==> config.mk <==
export PLATFORM = sky130hd
export DESIGN_NAME = seq_detector_param_flat
export DESIGN_NICKNAME = d
export VERILOG_FILES = /design/src/rtl/seq_detector_param_if.sv /design/src/rtl/seq_detector_param.sv /design/src/flat_wrapper.sv
export SDC_FILE = /design/constraint.sdc
export NUM_CORES = 1
export LEC_CHECK = 0
export CORE_ASPECT_RATIO = 0.9
export CORE_MARGIN = 5
export CORE_UTILIZATION = 46
export DETAILED_ROUTE_END_ITERATION = 10
export PLACE_DENSITY_LB_ADDON = 0.3
export SYNTH_ARGS = -nofsm -noshare
export SYNTH_HDL_FRONTEND = slang
export SYNTH_SLANG_ARGS = --single-unit
export TNS_END_PERCENT = 30
==> constraint.sdc <==
create_clock -name clk -period 2.2 [get_ports clk]
set_clock_uncertainty 0.2 [all_clocks]
set_input_delay 0.44 -clock clk [delete_from_list [all_inputs] [get_ports clk]]
set_output_delay 0.44 -clock clk [all_outputs]
set_load 0.01 [all_outputs]
==> src/rtl/seq_detector_param_if.sv <==
// seq_detector_param_if: serial-input, configuration and match-status bundle
// for seq_detector_param. The match counter signals (match_cnt, cnt_clr)
// exist only when MATCH_CNT_EN is defined.
interface seq_detector_param_if #(
    parameter int MAX_LEN = 8,
    parameter int LEN_W   = $clog2(MAX_LEN) + 1,
    parameter int CNT_W   = 16
);
    logic               x;
    logic               x_valid;
    logic               cfg_load;
    logic [MAX_LEN-1:0] cfg_pattern;
    logic [LEN_W-1:0]   cfg_len;
    logic               cfg_overlap;
    logic               out;
    logic [LEN_W-1:0]   present;
`ifdef MATCH_CNT_EN
    logic [CNT_W-1:0]   match_cnt;
    logic               cnt_clr;
`endif

    // Stream/config source side.
    modport master (
`ifdef MATCH_CNT_EN
        output cnt_clr,
        input  match_cnt,
`endif
        output x, x_valid, cfg_load, cfg_pattern, cfg_len, cfg_overlap,
        input  out, present
    );

    // Detector side.
    modport slave (
`ifdef MATCH_CNT_EN
        input  cnt_clr,
        output match_cnt,
`endif
        input  x, x_valid, cfg_load, cfg_pattern, cfg_len, cfg_overlap,
        output out, present
    );
endinterface

==> src/rtl/seq_detector_param.sv <==
// seq_detector_param: runtime-programmable serial bit-pattern detector.
// The last received bit sits in hist[0]; a match compares the low len bits
// of the shifted history against the low len bits of the pattern.
// Optional feature macro: MATCH_CNT_EN adds a saturating match counter
// (match_cnt) with a synchronous clear (cnt_clr).
module seq_detector_param #(
    parameter int MAX_LEN = 8,
    parameter int LEN_W   = $clog2(MAX_LEN) + 1,
    parameter int CNT_W   = 16
) (
    input  logic               clk,
    input  logic               reset,
    seq_detector_param_if.slave bus
);

    localparam logic [LEN_W-1:0] LEN_MAX = LEN_W'(MAX_LEN);

    // Reject configurations the datapath cannot represent.
    if (MAX_LEN < 2 || CNT_W < 1) begin : g_bad_param
        $error("seq_detector_param: MAX_LEN must be >= 2 and CNT_W >= 1");
    end

    // Length 0 stays 0 (detector disabled); anything above MAX_LEN clamps.
    function automatic logic [LEN_W-1:0] clamp_len(input logic [LEN_W-1:0] l);
        if (l > LEN_MAX) begin
            return LEN_MAX;
        end
        return l;
    endfunction

    // Mask selecting the low l history/pattern bits.
    function automatic logic [MAX_LEN-1:0] len_mask(input logic [LEN_W-1:0] l);
        logic [MAX_LEN-1:0] m;
        for (int i = 0; i < MAX_LEN; i++) begin
            m[i] = (LEN_W'(i) < l);
        end
        return m;
    endfunction

    logic [MAX_LEN-1:0] hist_q, hist_d;
    logic [LEN_W-1:0]   fill_q, fill_d;
    logic               out_q, out_d;
    logic [MAX_LEN-1:0] pat_q, pat_d;
    logic [LEN_W-1:0]   len_q, len_d;
    logic               ovl_q, ovl_d;

    logic [MAX_LEN-1:0] hist_shift;
    logic [LEN_W-1:0]   fill_inc;
    logic               hit;

    // Candidate history/fill after accepting the current bit, and the match test on it.
    always_comb begin
        hist_shift = {hist_q[MAX_LEN-2:0], bus.x};
        fill_inc   = (fill_q >= LEN_MAX) ? LEN_MAX : fill_q + 1'b1;
        hit        = bus.x_valid && !bus.cfg_load && (len_q != '0) &&
                     (fill_inc >= len_q) &&
                     (((hist_shift ^ pat_q) & len_mask(len_q)) == '0);
    end

    // Next state: cfg_load wins over a coincident bit; non-overlap restarts after a hit.
    always_comb begin
        hist_d = hist_q;
        fill_d = fill_q;
        pat_d  = pat_q;
        len_d  = len_q;
        ovl_d  = ovl_q;
        out_d  = 1'b0;
        if (bus.cfg_load) begin
            pat_d  = bus.cfg_pattern;
            len_d  = clamp_len(bus.cfg_len);
            ovl_d  = bus.cfg_overlap;
            hist_d = '0;
            fill_d = '0;
        end else if (bus.x_valid) begin
            out_d = hit;
            if (hit && !ovl_q) begin
                hist_d = '0;
                fill_d = '0;
            end else begin
                hist_d = hist_shift;
                fill_d = fill_inc;
            end
        end
    end

    // State register; reset returns config to pattern 0, full length, overlap on.
    always_ff @(posedge clk or posedge reset) begin
        if (reset) begin
            hist_q <= '0;
            fill_q <= '0;
            out_q  <= 1'b0;
            pat_q  <= '0;
            len_q  <= LEN_MAX;
            ovl_q  <= 1'b1;
        end else begin
            hist_q <= hist_d;
            fill_q <= fill_d;
            out_q  <= out_d;
            pat_q  <= pat_d;
            len_q  <= len_d;
            ovl_q  <= ovl_d;
        end
    end

    // Outputs come straight from registers.
    always_comb begin
        bus.out     = out_q;
        bus.present = fill_q;
    end

`ifdef MATCH_CNT_EN
    logic [CNT_W-1:0] cnt_q, cnt_d;

    // Saturating count of hits; clear beats a coincident hit.
    always_comb begin
        cnt_d = cnt_q;
        if (bus.cnt_clr) begin
            cnt_d = '0;
        end else if (hit && (cnt_q != '1)) begin
            cnt_d = cnt_q + 1'b1;
        end
    end

    // Counter register.
    always_ff @(posedge clk or posedge reset) begin
        if (reset) begin
            cnt_q <= '0;
        end else begin
            cnt_q <= cnt_d;
        end
    end

    // Counter output.
    always_comb begin
        bus.match_cnt = cnt_q;
    end
`endif

endmodule

==> src/flat_wrapper.sv <==
// flat-port wrapper written by rule: the top's interface ports become plain ports
module seq_detector_param_flat 
#(
    parameter int MAX_LEN = 8,
    parameter int LEN_W   = $clog2(MAX_LEN) + 1,
    parameter int CNT_W   = 16
)
  (clk, reset, bus_x, bus_x_valid, bus_cfg_load, bus_cfg_pattern, bus_cfg_len, bus_cfg_overlap, bus_out, bus_present);
  seq_detector_param_if #(.MAX_LEN(MAX_LEN), .LEN_W(LEN_W), .CNT_W(CNT_W)) bus_i ();
  input  logic clk;
  input  logic reset;
  input wire logic [$bits(bus_i.x)-1:0] bus_x;
  input wire logic [$bits(bus_i.x_valid)-1:0] bus_x_valid;
  input wire logic [$bits(bus_i.cfg_load)-1:0] bus_cfg_load;
  input wire logic [$bits(bus_i.cfg_pattern)-1:0] bus_cfg_pattern;
  input wire logic [$bits(bus_i.cfg_len)-1:0] bus_cfg_len;
  input wire logic [$bits(bus_i.cfg_overlap)-1:0] bus_cfg_overlap;
  output wire logic [$bits(bus_i.out)-1:0] bus_out;
  output wire logic [$bits(bus_i.present)-1:0] bus_present;
  assign bus_i.x = bus_x;
  assign bus_i.x_valid = bus_x_valid;
  assign bus_i.cfg_load = bus_cfg_load;
  assign bus_i.cfg_pattern = bus_cfg_pattern;
  assign bus_i.cfg_len = bus_cfg_len;
  assign bus_i.cfg_overlap = bus_cfg_overlap;
  assign bus_out = bus_i.out;
  assign bus_present = bus_i.present;
  seq_detector_param #(.MAX_LEN(MAX_LEN), .LEN_W(LEN_W), .CNT_W(CNT_W)) u_core (.clk(clk), .reset(reset), .bus(bus_i));
endmodule
* Word level (Yosys, flattened, before mapping)
Cells that the tools add are included.
Word-level totals: register bits after elaboration 25, input port bits 18, output and inout bits 5
Cells by class: $add $sub $neg 1, order comparisons 11, mux-type cells 13, bitwise gates (word level) 2, reductions and logical operators 10
Operators by type and width (count):
- $mux 4 | 6
- $mux 7 | 3
- $lt 3x4->1 const A | 4
- $and 8x8->8 | 1
- $logic_not 8->1 | 1
- $lt 1x4->1 const A | 2
- $lt 2x4->1 const A | 2
- $xor 8x8->8 | 1
- $logic_and 1x1->1 | 5
- $add 4x1->4 const B | 1
- $ge 4x4->1 | 1
- $ge 4x4->1 const B | 1
- $gt 4x4->1 const B | 1
- $mux 1 | 4
- $reduce_bool 4->1 | 1
- $logic_not 1->1 | 2
- $reduce_bool 2->1 | 1

* Longest topological paths before layout
Gate-level depths: netlist of the first run.
depth in word-level cells 9, depth in mapped cells 9, mapped depth without buffers 8

* Worst setup path after synthesis of the first run
Ideal clock, no wire load.
path kind register to register, from reg u_core.fill_q[0] (netlist: u_core.bus.present[0]), to reg u_core.hist_q[1], setup time 122 ps, arrival 2121 ps, required time 1878 ps, path slack -243 ps, stages on the path, launching flop included 10, period minus slack after synthesis 2443 ps, cells stage by stage dfrtp_1 -> inv_1 -> ha_1 -> nor2b_1 -> ha_1 -> a2111oi_0 -> a2111oi_1 -> nand4b_1 -> buf_4 -> a32o_1
Between the ends: longest elaborated chain between the ends 9
RTL lines:
- start, declared | RTL line seq_detector_param.sv:41 | logic [LEN_W-1:0] fill_q, fill_d;
- start signal, assigned | RTL line seq_detector_param.sv:97 | fill_q <= fill_d;
- $add 4x1->4 or $ge 4x4->1 (tied branches) | RTL line seq_detector_param.sv:54 | fill_inc = (fill_q >= LEN_MAX) ? LEN_MAX : fill_q + 1'b1;
- $mux 4 * | RTL line seq_detector_param.sv:54
- $ge 4x4->1 * | RTL line seq_detector_param.sv:56 | (fill_inc >= len_q) &&
- $logic_and 1x1->1 * | RTL line seq_detector_param.sv:55 | hit = bus.x_valid && !bus.cfg_load && (len_q != '0) &&
- $logic_and 1x1->1 * | RTL line seq_detector_param.sv:56
- $logic_and 1x1->1 * | RTL line seq_detector_param.sv:76 | if (hit && !ovl_q) begin
- $mux 7 * | RTL line seq_detector_param.sv:76
- $mux 7 * | RTL line seq_detector_param.sv:74 | end else if (bus.x_valid) begin
- $mux 7 * | RTL line seq_detector_param.sv:68 | if (bus.cfg_load) begin
- end signal, assigned | RTL line seq_detector_param.sv:96 | hist_q <= hist_d;
- end, declared | RTL line seq_detector_param.sv:40 | logic [MAX_LEN-1:0] hist_q, hist_d;
Every way passes the cells marked *; elsewhere a longest branch is shown, timed or not. The select of a mux whose other input is x is not followed. A chain may end at the register's enable or synchronous reset.

* Worst setup path after layout of the first run
from reg u_core.fill_q[0] (netlist: u_core.bus.present[0]), to reg u_core.fill_q[1] (netlist: u_core.bus.present[1])
Between the ends: longest elaborated chain between the ends 9
RTL lines (RTL line):
- $add 4x1->4 or $ge 4x4->1 (tied branches) | seq_detector_param.sv:54
- $mux 4 * | seq_detector_param.sv:54
- $ge 4x4->1 | seq_detector_param.sv:56
- $logic_and 1x1->1 | seq_detector_param.sv:55
- $logic_and 1x1->1 | seq_detector_param.sv:56
- $logic_and 1x1->1 | seq_detector_param.sv:76
- $mux 4 * | seq_detector_param.sv:76
- $mux 4 * | seq_detector_param.sv:74
- $mux 4 * | seq_detector_param.sv:68
Marked as above.

==> results.cfg, run 1 <==
[power]
p_per_area_mw_per_mm2 = 560
p_sw_uw = 283
clock_power_share_pct = 23.4
swShare_pct = 28.8
vdd_drop_max_mv = 0.343
pwr-share-seq_pct = 52.8
power_frac_comb_pct = 23.8
p_int_uw = 698
power_leakage_nw = 0.743
design_power_total_uw = 981

[logic_synthesis]
syn-cell-area_mm2 = 0.00123
synth_commonest_cells = 23 x dfrtp_1, 10 x a32o_1, 9 x inv_1, 9 x mux2_2
netlist_instances = 106
syn_area_per_cell_um2 = 11.7
yosysWarnings = 0
synth_seq_cells = 25
seq_area_frac_synth_pct = 50.9
yosysMostFrequentCell = dfrtp_1
synthArstFlopShare_pct = 100
syn_nets = 130
synth_cell_type_count = 27
yosys.area.top_type = dfrtp_1
ys.flop_type = dfrtp_1
synth_edf_count = 0
yosys-top-cells-area = dfrtp_1 47%, mux2_2 8.2%, a32o_1 8.1%
synth_top_cell_area_share_pct = 46.6

[finish]
final_cells = 174
area_growth_pct = 41.8
antenna_cells = 0
nets = 171
drive_gt1_share_pct = 32.2
finalInstanceArea_mm2 = 0.00175

[sta]
slew_viol_final = 0
finalHoldViolations = 0
fin_crit_sh_pct = 115
rsz0062_at_grt = yes
tightest_slew_ns = 0.643
totalNegativeSetupSlack_ns = -3.26
fin_crit_ns = 2.53
setup_ws_ns = -0.333
setup_viol = 11
slew_headroom_pct = 57.0
clock.fmax_ghz = 0.395

[route]
ant_nets = 0
drc = 0
drt-total-wl_um = 2970
drt_iter0_drc = 53
drt_pass1_iterations = 4
viasPerCell = 5.64
num_vias = 982
wl_per_cell_um = 17.1

[floorplan]
die-area_mm2 = 0.00382
rows = 17
start_util_pct = 49.2
fp.dieW_um = 64.6
coreArea_mm2 = 0.00251
fp.dieH_um = 59.2
ios = 23

[global_route]
grt_pass1_wl_um = 4900
first_global_vias = 1059
antenna_found_initial = 0
grt.total_usage_pct = 16.6
grt_start_max_net_pins = 26
overflow = 0

[worst_setup_path]
reg2reg_depth = 10
cp-end-kind = register
r2r-end = u_core.bus.present[1]
arrival_ns = 2.59
cp-startpoint = u_core.bus.present[0]
crit_type = reg -> reg
cp_data_required_time_ns = 2.25
regToRegSetupSlack_ns = -0.33
start_kind = register
crit_fanout = 5
r2r_start = u_core.bus.present[0]
critical_path.endpoint = u_core.bus.present[1]

[cts]
clock-root-buffer = clkbuf_4
clk-insertion-delay-late_ns = 0.35
clock-sinks = 25
cts_buffer_depth = 2
htree_levels = 1
numCtsBuffers = 3
cts_tree = built
cts-hold-fix-buffers = 0
clk_pin_slew_ns = 0.16

[placed_design]
dp.cells = 164
port_buffers = 22
place_hpwl_um = 2040
dpl_cell_area_mm2 = 0.00161
place.gp.congestion = 0.863

[run_status]
outcome = finished, violations left
violations = setup timing

[min_path]
hold_class = in -> async

[run]
cap_viol_max_count = 0
how the worst min path moves through the flow:
stage | startpoint | end | cells past startpoint
floorplan | reset | u_core.bus.out | 1
global placement | u_core.hist_q[6] | u_core.hist_q[6] | 1
detailed placement | u_core.hist_q[6] | u_core.hist_q[6] | 1
CTS | reset | u_core.pat_q[3] | 3
global route | reset | u_core.pat_q[4] | 3
finish | reset | u_core.hist_q[3] | 3
cells by family after synthesis:
kind of cell	share of synthesized area, %
adder cells (fa/ha/maj)	6.08
multiplexers	8.21
flip-flops	50.9
buffers and inverters	4.26
AND/OR/NAND/NOR	7.70
XOR/XNOR	6.38
AO/OA/AOI/OAI	16.5
critical path, cell delays in order, from the launching register on:
cell       delay [ns]
dfrtp_2          0.49
ha_4             0.18
xnor2_2          0.13
nor2_2           0.19
ha_4             0.18
buf_4            0.11
a2111oi_4        0.04
a2111oi_4        0.23
nand4b_1         0.22
buf_4            0.21
a32o_1           0.25
power by group through the flow:
| stage | Sequential, mW | Combinational, mW | Clock, mW |
|---|---|---|---|
| CTS | 0.516 | 0.210 | 0.230 |
| detailed placement | 0.524 | 0.207 | 0 |
| finish | 0.518 | 0.233 | 0.230 |
| global route | 0.522 | 0.256 | 0.255 |
| global placement | 0.524 | 0.202 | 0 |
| floorplan | 0.521 | 0.123 | 0 |
area by class of cell:
cell class / instances / area (um^2)
Clock buffer: 3 / 22.5
Fill cell: 195 / 758
Tap cell: 28 / 35.0
Clock inverter: 1 / 8.76
Sequential cell: 25 / 631
Multi-Input combinational cell: 68 / 662
Timing Repair Buffer: 40 / 359
Inverter: 9 / 33.8
placed cells by master, fill, tap and decap left out:
cell type        instances
clkdlybuf4s50_1         22
dfrtp_1                 21
buf_4                   17
a32o_1                  10
inv_1                    9
mux2_2                   9
xnor2_1                  6
nor2_1                   6
nand2_1                  5
ha_4                     4
o22ai_1                  3
clkbuf_4                 3
a21oi_1                  2
o21ai_0                  2
a2111oi_4                2
xor2_1                   2
and3_1                   2
ha_1                     2
dfrtp_2                  2
dfstp_2                  2
nor2b_1                  1
a31oi_1                  1
o32ai_1                  1
nor3_2                   1
nand2b_1                 1
o211ai_1                 1
o21ai_2                  1
a222oi_1                 1
nand4b_1                 1
xnor2_2                  1
nor2_2                   1
a31o_2                   1
nor2b_4                  1
inv_6                    1
buf_6                    1
metrics by stage:
step                utilization (%)  hold WS, ns  setup WS, ns
finish                         69.8        0.215        -0.333
global route                   69.8        0.259        -0.481
CTS                            65.9        0.230        -0.274
detailed placement             64.2        0.302        -0.302
global placement               64.2        0.293        -0.205
floorplan                         -        0.266        -0.113
per-layer routing:
metal	wire length, um	GRT usage, %	vias up	part of all wire (%)
li1	-	-	468	-
met1	1300	20.0	486	44
met2	1510	28.2	23	51
met3	126	5.12	5	4.2
met4	34	6.02	0	1.1
met5	0	0	-	0
flip-flops by register name, summed over array words and instances, names as in the netlist:
signal and flops:
u_core.bus.out 1, u_core.bus.present 4, u_core.hist_q 7, u_core.len_q 4, u_core.ovl_q 1, u_core.pat_q 8
repair_timing:
item,in CTS,in global routing
hold endpoints to repair,0,0
cloned,0,1
setup buffers,1,4
setup endpoints to repair,11,12
gates resized for setup,1,10
pin swaps,1,12
(Power assumes the default switching activity.)
==> inputs of run 2 (changes only) <==
--- a/config.mk
+++ b/config.mk
@@ -8,8 +8,9 @@
 export CORE_ASPECT_RATIO = 0.9
 export CORE_MARGIN = 5
 export CORE_UTILIZATION = 46
+export CTS_CLUSTER_DIAMETER = 80
 export DETAILED_ROUTE_END_ITERATION = 10
-export PLACE_DENSITY_LB_ADDON = 0.3
+export PLACE_DENSITY = 0.82
 export SYNTH_ARGS = -nofsm -noshare
 export SYNTH_HDL_FRONTEND = slang
 export SYNTH_SLANG_ARGS = --single-unit
==> results.cfg, run 2 (synthesized netlist as in run 1, its figures left out) <==
[power]
design_power_total_uw = 969
p_per_area_mw_per_mm2 = 557
vdd_drop_max_mv = 0.374
power_leakage_nw = 0.725

[cts]
clk-insertion-delay-late_ns = 0.33
clock-sinks = 25
clock-root-buffer = clkbuf_4
clk_pin_slew_ns = 0.14
numCtsBuffers = 3
cts_buffer_depth = 2
htree_levels = 1
cts_tree = built

[global_route]
grt.total_usage_pct = 16.9
grt_start_max_net_pins = 26
first_global_vias = 1050
grt_pass1_wl_um = 4910
overflow = 0
antenna_found_initial = 0

[sta]
fin_crit_sh_pct = 112
slew_headroom_pct = 58.2
setup_ws_ns = -0.261
setup_viol = 11
fin_crit_ns = 2.46
tightest_slew_ns = 0.625
clock.fmax_ghz = 0.406
finalHoldViolations = 0
rsz0062_at_grt = yes
slew_viol_final = 0

[route]
ant_nets = 0
drt_pass1_iterations = 4
viasPerCell = 6.01
drt-total-wl_um = 3190
drc = 0
wl_per_cell_um = 18.6
drt_iter0_drc = 38
num_vias = 1027

[floorplan]
coreArea_mm2 = 0.00251
rows = 17
ios = 23
fp.dieH_um = 59.2
start_util_pct = 49.2
fp.dieW_um = 64.6
die-area_mm2 = 0.00382

[run]
cap_viol_max_count = 0

[placed_design]
place_hpwl_um = 2080
port_buffers = 22
dpl_cell_area_mm2 = 0.00161
dp.cells = 164
place.gp.congestion = 0.796

[finish]
drive_gt1_share_pct = 32.2
largestRegisters = u_core.pat_q (8), u_core.hist_q (7)
layout_commonest_cell = clkdlybuf4s50_1
mostFrequentLayoutCells = 22 x clkdlybuf4s50_1, 21 x dfrtp_1, 12 x buf_4
nFillCells = 187
area_growth_pct = 40.7
antenna_cells = 0
finalInstanceArea_mm2 = 0.00174
final_util_pct = 69.2
nets = 168
regMostFlops = u_core.pat_q
final_cells = 171
largest_reg_flops = 8

[worst_setup_path]
cp-end-kind = register
cpMaxStageDelayCell = dfrtp_2
start_kind = register
cp_data_required_time_ns = 2.22
crit_type = reg -> reg
crit_fanout = 5
slowest_delay_ns = 0.49
worstPathCellList = buf_6, a31o_2, ha_4, o21ai_2, a222oi_1, nand4b_1, buf_4, a32o_1
arrival_ns = 2.49

[run_status]
violations = setup timing
outcome = finished, violations left

[min_path]
hold_class = in -> async
run 2: cell count changes in the layout (fill, tap and decap cells not counted), sizes merged:
| cell | previous run | this run |
|---|---|---|
| clkinvlp | 0 | 1 |
| inv | 10 | 9 |
| buf | 18 | 15 |
run 2: cell type report:
class	instances	area [um^2]	share of cell area [%]
well taps	28	35.0	2.02
repair buffers	37	344	19.8
inverters	9	33.8	1.94
flip-flops and latches	25	631	36.3
clock inverters	1	7.51	0.432
clock buffers	3	22.5	1.30
multi-input cells	68	664	38.2
run 2: path summary, 6_finish.rpt:
kind | from | to | slack, ns | cells past startpoint
max | u_core.bus.present[0] | u_core.bus.present[1] | -0.26 | 8
min | reset | u_core.bus.present[3] | 0.25 | 3
max reg2reg | u_core.bus.present[0] | u_core.bus.present[1] | -0.26 | 8
min reg2reg | u_core.pat_q[4] | u_core.pat_q[4] | 0.35 | 1
max in group asynchronous | reset | u_core.ovl_q | 1.26 | 3
min in group clk | u_core.pat_q[4] | u_core.pat_q[4] | 0.35 | 1
run 2: power breakdown:
| group | leakage [nW] | total [mW] | switching [mW] | internal [mW] |
|---|---|---|---|---|
| Sequential | 0.316 | 0.520 | 0.0293 | 0.491 |
| Combinational | 0.395 | 0.234 | 0.103 | 0.131 |
| Clock | 0.0139 | 0.215 | 0.145 | 0.0696 |
| Total | 0.725 | 0.969 | 0.278 | 0.691 |
run 2: worst max-delay path: cells and delay by family (launching register included):
kind | cells | cell delay, ns
buf+inv | 2 | 0.34
flops | 1 | 0.49
compound gates | 4 | 0.86
fa+ha+maj | 1 | 0.27
simple gates | 1 | 0.20
run 2: layer usage:
| metal | track usage [%] | vias to the layer above | share of wire (%) |
|---|---|---|---|
| li1 | - | 465 | - |
| met1 | 20.4 | 507 | 41 |
| met2 | 29.4 | 45 | 50 |
| met3 | 5.31 | 10 | 6.9 |
| met4 | 4.22 | 0 | 2.1 |
| met5 | 0 | - | 0 |
run 2: repair_timing:
action	4_1_cts	5_1_grt
hold buffers	0	0
buffers inserted	1	1
endpoints found under the setup margin	11	12
cloned	1	0
pin swaps	6	1
gates resized for setup	8	7
run 2: through the flow:
stage	TNS, ns	hold slack [ns]	setup slack (ns)
6_report	-2.43	0.252	-0.261
3_3_place_gp	-1.80	0.294	-0.176
3_5_place_dp	-2.40	0.319	-0.237
4_1_cts	-1.83	0.257	-0.199
5_1_grt	-3.49	0.266	-0.362
2_1_floorplan	-0.985	0.266	-0.113
==> inputs of run 3 (changes only) <==
--- a/config.mk
+++ b/config.mk
@@ -5,12 +5,14 @@
 export SDC_FILE = /design/constraint.sdc
 export NUM_CORES = 1
 export LEC_CHECK = 0
+export ABC_CLOCK_PERIOD_IN_PS = 2200
 export CORE_ASPECT_RATIO = 0.9
 export CORE_MARGIN = 5
-export CORE_UTILIZATION = 46
+export CORE_UTILIZATION = 55
 export CTS_CLUSTER_DIAMETER = 80
 export DETAILED_ROUTE_END_ITERATION = 10
-export PLACE_DENSITY = 0.82
+export DONT_BUFFER_PORTS = 1
+export PLACE_DENSITY = 0.8
 export SYNTH_ARGS = -nofsm -noshare
 export SYNTH_HDL_FRONTEND = slang
 export SYNTH_SLANG_ARGS = --single-unit
==> results.cfg, run 3 (synthesized netlist as in run 1, its figures left out) <==
[floorplan]
coreArea_mm2 = 0.00216
ios = 23
fp.dieW_um = 60.0
fp.dieH_um = 55.0
die-area_mm2 = 0.00329
start_util_pct = 57.1
rows = 16

[run_status]
outcome = finished, violations left
violations = setup timing

[global_route]
grt.total_usage_pct = 16.7
grt_start_max_net_pins = 26
antenna_found_initial = 0
grt_pass1_wl_um = 4070
overflow = 0
first_global_vias = 931

[power]
power_leakage_nw = 0.664
vdd_drop_max_mv = 0.434
power_frac_comb_pct = 21.3
clock_power_share_pct = 21.7
swShare_pct = 26.4
pwr-share-seq_pct = 57.1
p_sw_uw = 239
design_power_total_uw = 906
p_per_area_mw_per_mm2 = 589
p_int_uw = 667

[cts]
numCtsBuffers = 3
clock-sinks = 25
cts_buffer_depth = 2
cts_tree = built
clk-insertion-delay-late_ns = 0.31
clk_pin_slew_ns = 0.13
htree_levels = 1
clock-root-buffer = clkbuf_4

[route]
drt-total-wl_um = 2740
num_vias = 927
ant_nets = 0
viasPerCell = 6.06
drt_pass1_iterations = 7
wl_per_cell_um = 17.9
drt_iter0_drc = 59
drc = 0

[sta]
fin_crit_sh_pct = 114
slew_viol_final = 0
setup_ws_ns = -0.315
clock.fmax_ghz = 0.398
setup_viol = 12
fin_crit_ns = 2.51
rsz0062_at_grt = yes
tightest_slew_ns = 0.618
slew_headroom_pct = 58.6
finalHoldViolations = 0

[worst_setup_path]
cp_data_required_time_ns = 2.21
arrival_ns = 2.52
start_kind = register
crit_type = reg -> reg
regToRegSetupSlack_ns = -0.31
reg2reg_depth = 9
crit_fanout = 5
cp-end-kind = register

[placed_design]
port_buffers = 0
post-place-ws_ns = -0.205
place.gp.congestion = 0.842
place_hpwl_um = 1820

[min_path]
whs_path_depth = 1
hold_class = in -> reg

[finish]
largest_reg_flops = 8
nFillCells = 134
largestRegisters = u_core.pat_q (8), u_core.hist_q (7)
antenna_cells = 0
area_growth_pct = 24.5
mostFrequentLayoutCells = 21 x dfrtp_1, 14 x buf_4, 10 x a32o_1
drive_gt1_share_pct = 36.5
layout_commonest_cell = dfrtp_1
nets = 151
regMostFlops = u_core.pat_q

[run]
cap_viol_max_count = 0
==> run 3: worst max-delay path, stage by stage, from the launching register on <==
cell,delay (ns)
dfrtp_2,0.48
ha_4,0.19
xnor2_2,0.16
nor2_2,0.09
ha_4,0.27
o21ai_2,0.05
a222oi_1,0.31
nand4b_1,0.21
buf_2,0.21
a32o_1,0.25
==> run 3: layout make-up <==
class                   instances  area, um^2  area share, %
clock buffers                   4        26.3           1.71
inverters                       9        33.8           2.20
multi-input cells              68         649           42.2
flip-flops and latches         25         631           41.0
well taps                      27        33.8           2.20
repair buffers                 20         164           10.7
==> run 3: worst paths after layout <==
kind	start	endpoint
max	u_core.bus.present[0]	u_core.hist_q[2]
min	bus_cfg_len[3]	u_core.len_q[1]
max reg2reg	u_core.bus.present[0]	u_core.hist_q[2]
min reg2reg	u_core.hist_q[6]	u_core.hist_q[6]
max in group asynchronous	reset	u_core.len_q[3]
min in group asynchronous	reset	u_core.pat_q[3]
==> run 3: power by group through the flow <==
| stage | registers [mW] | logic (mW) | clock network [mW] |
|---|---|---|---|
| after global placement | 0.523 | 0.152 | 0 |
| after global routing | 0.520 | 0.214 | 0.225 |
| after detailed placement | 0.524 | 0.158 | 0 |
| after CTS | 0.516 | 0.168 | 0.204 |
| after floorplan | 0.521 | 0.123 | 0 |
| final | 0.517 | 0.193 | 0.196 |
==> run 3: per-layer routing <==
layer	track usage (%)	up-vias	part of all wire, %
met5	0	-	0
met4	6.64	0	1.6
met3	4.18	8	6.0
met2	26.4	37	47
met1	22.1	456	45
li1	-	426	-
==> run 3: timing repair <==
item / 4_1_cts / 5_1_grt
gates cloned: 0 / 1
hold buffers: 1 / 1
pin swaps: 0 / 7
endpoints found under the setup margin: 11 / 12
setup buffers: 2 / 3
gates resized for setup: 3 / 9
hold endpoints to repair: 23 / 1
==> run 3: metrics by stage <==
stage	TNS (ns)	hold slack, ns	cells	util (%)	cell area [um^2]
final	-3.17	0.0155	153	71.1	1540
after global routing	-4.53	-0.00409	153	71.1	1540
after CTS	-1.95	0.00339	148	67.3	1460
after detailed placement	-2.07	0.197	141	64.3	1390
after global placement	-0.993	0.194	141	64.3	1390
after floorplan	-0.985	0.266	106	-	1290
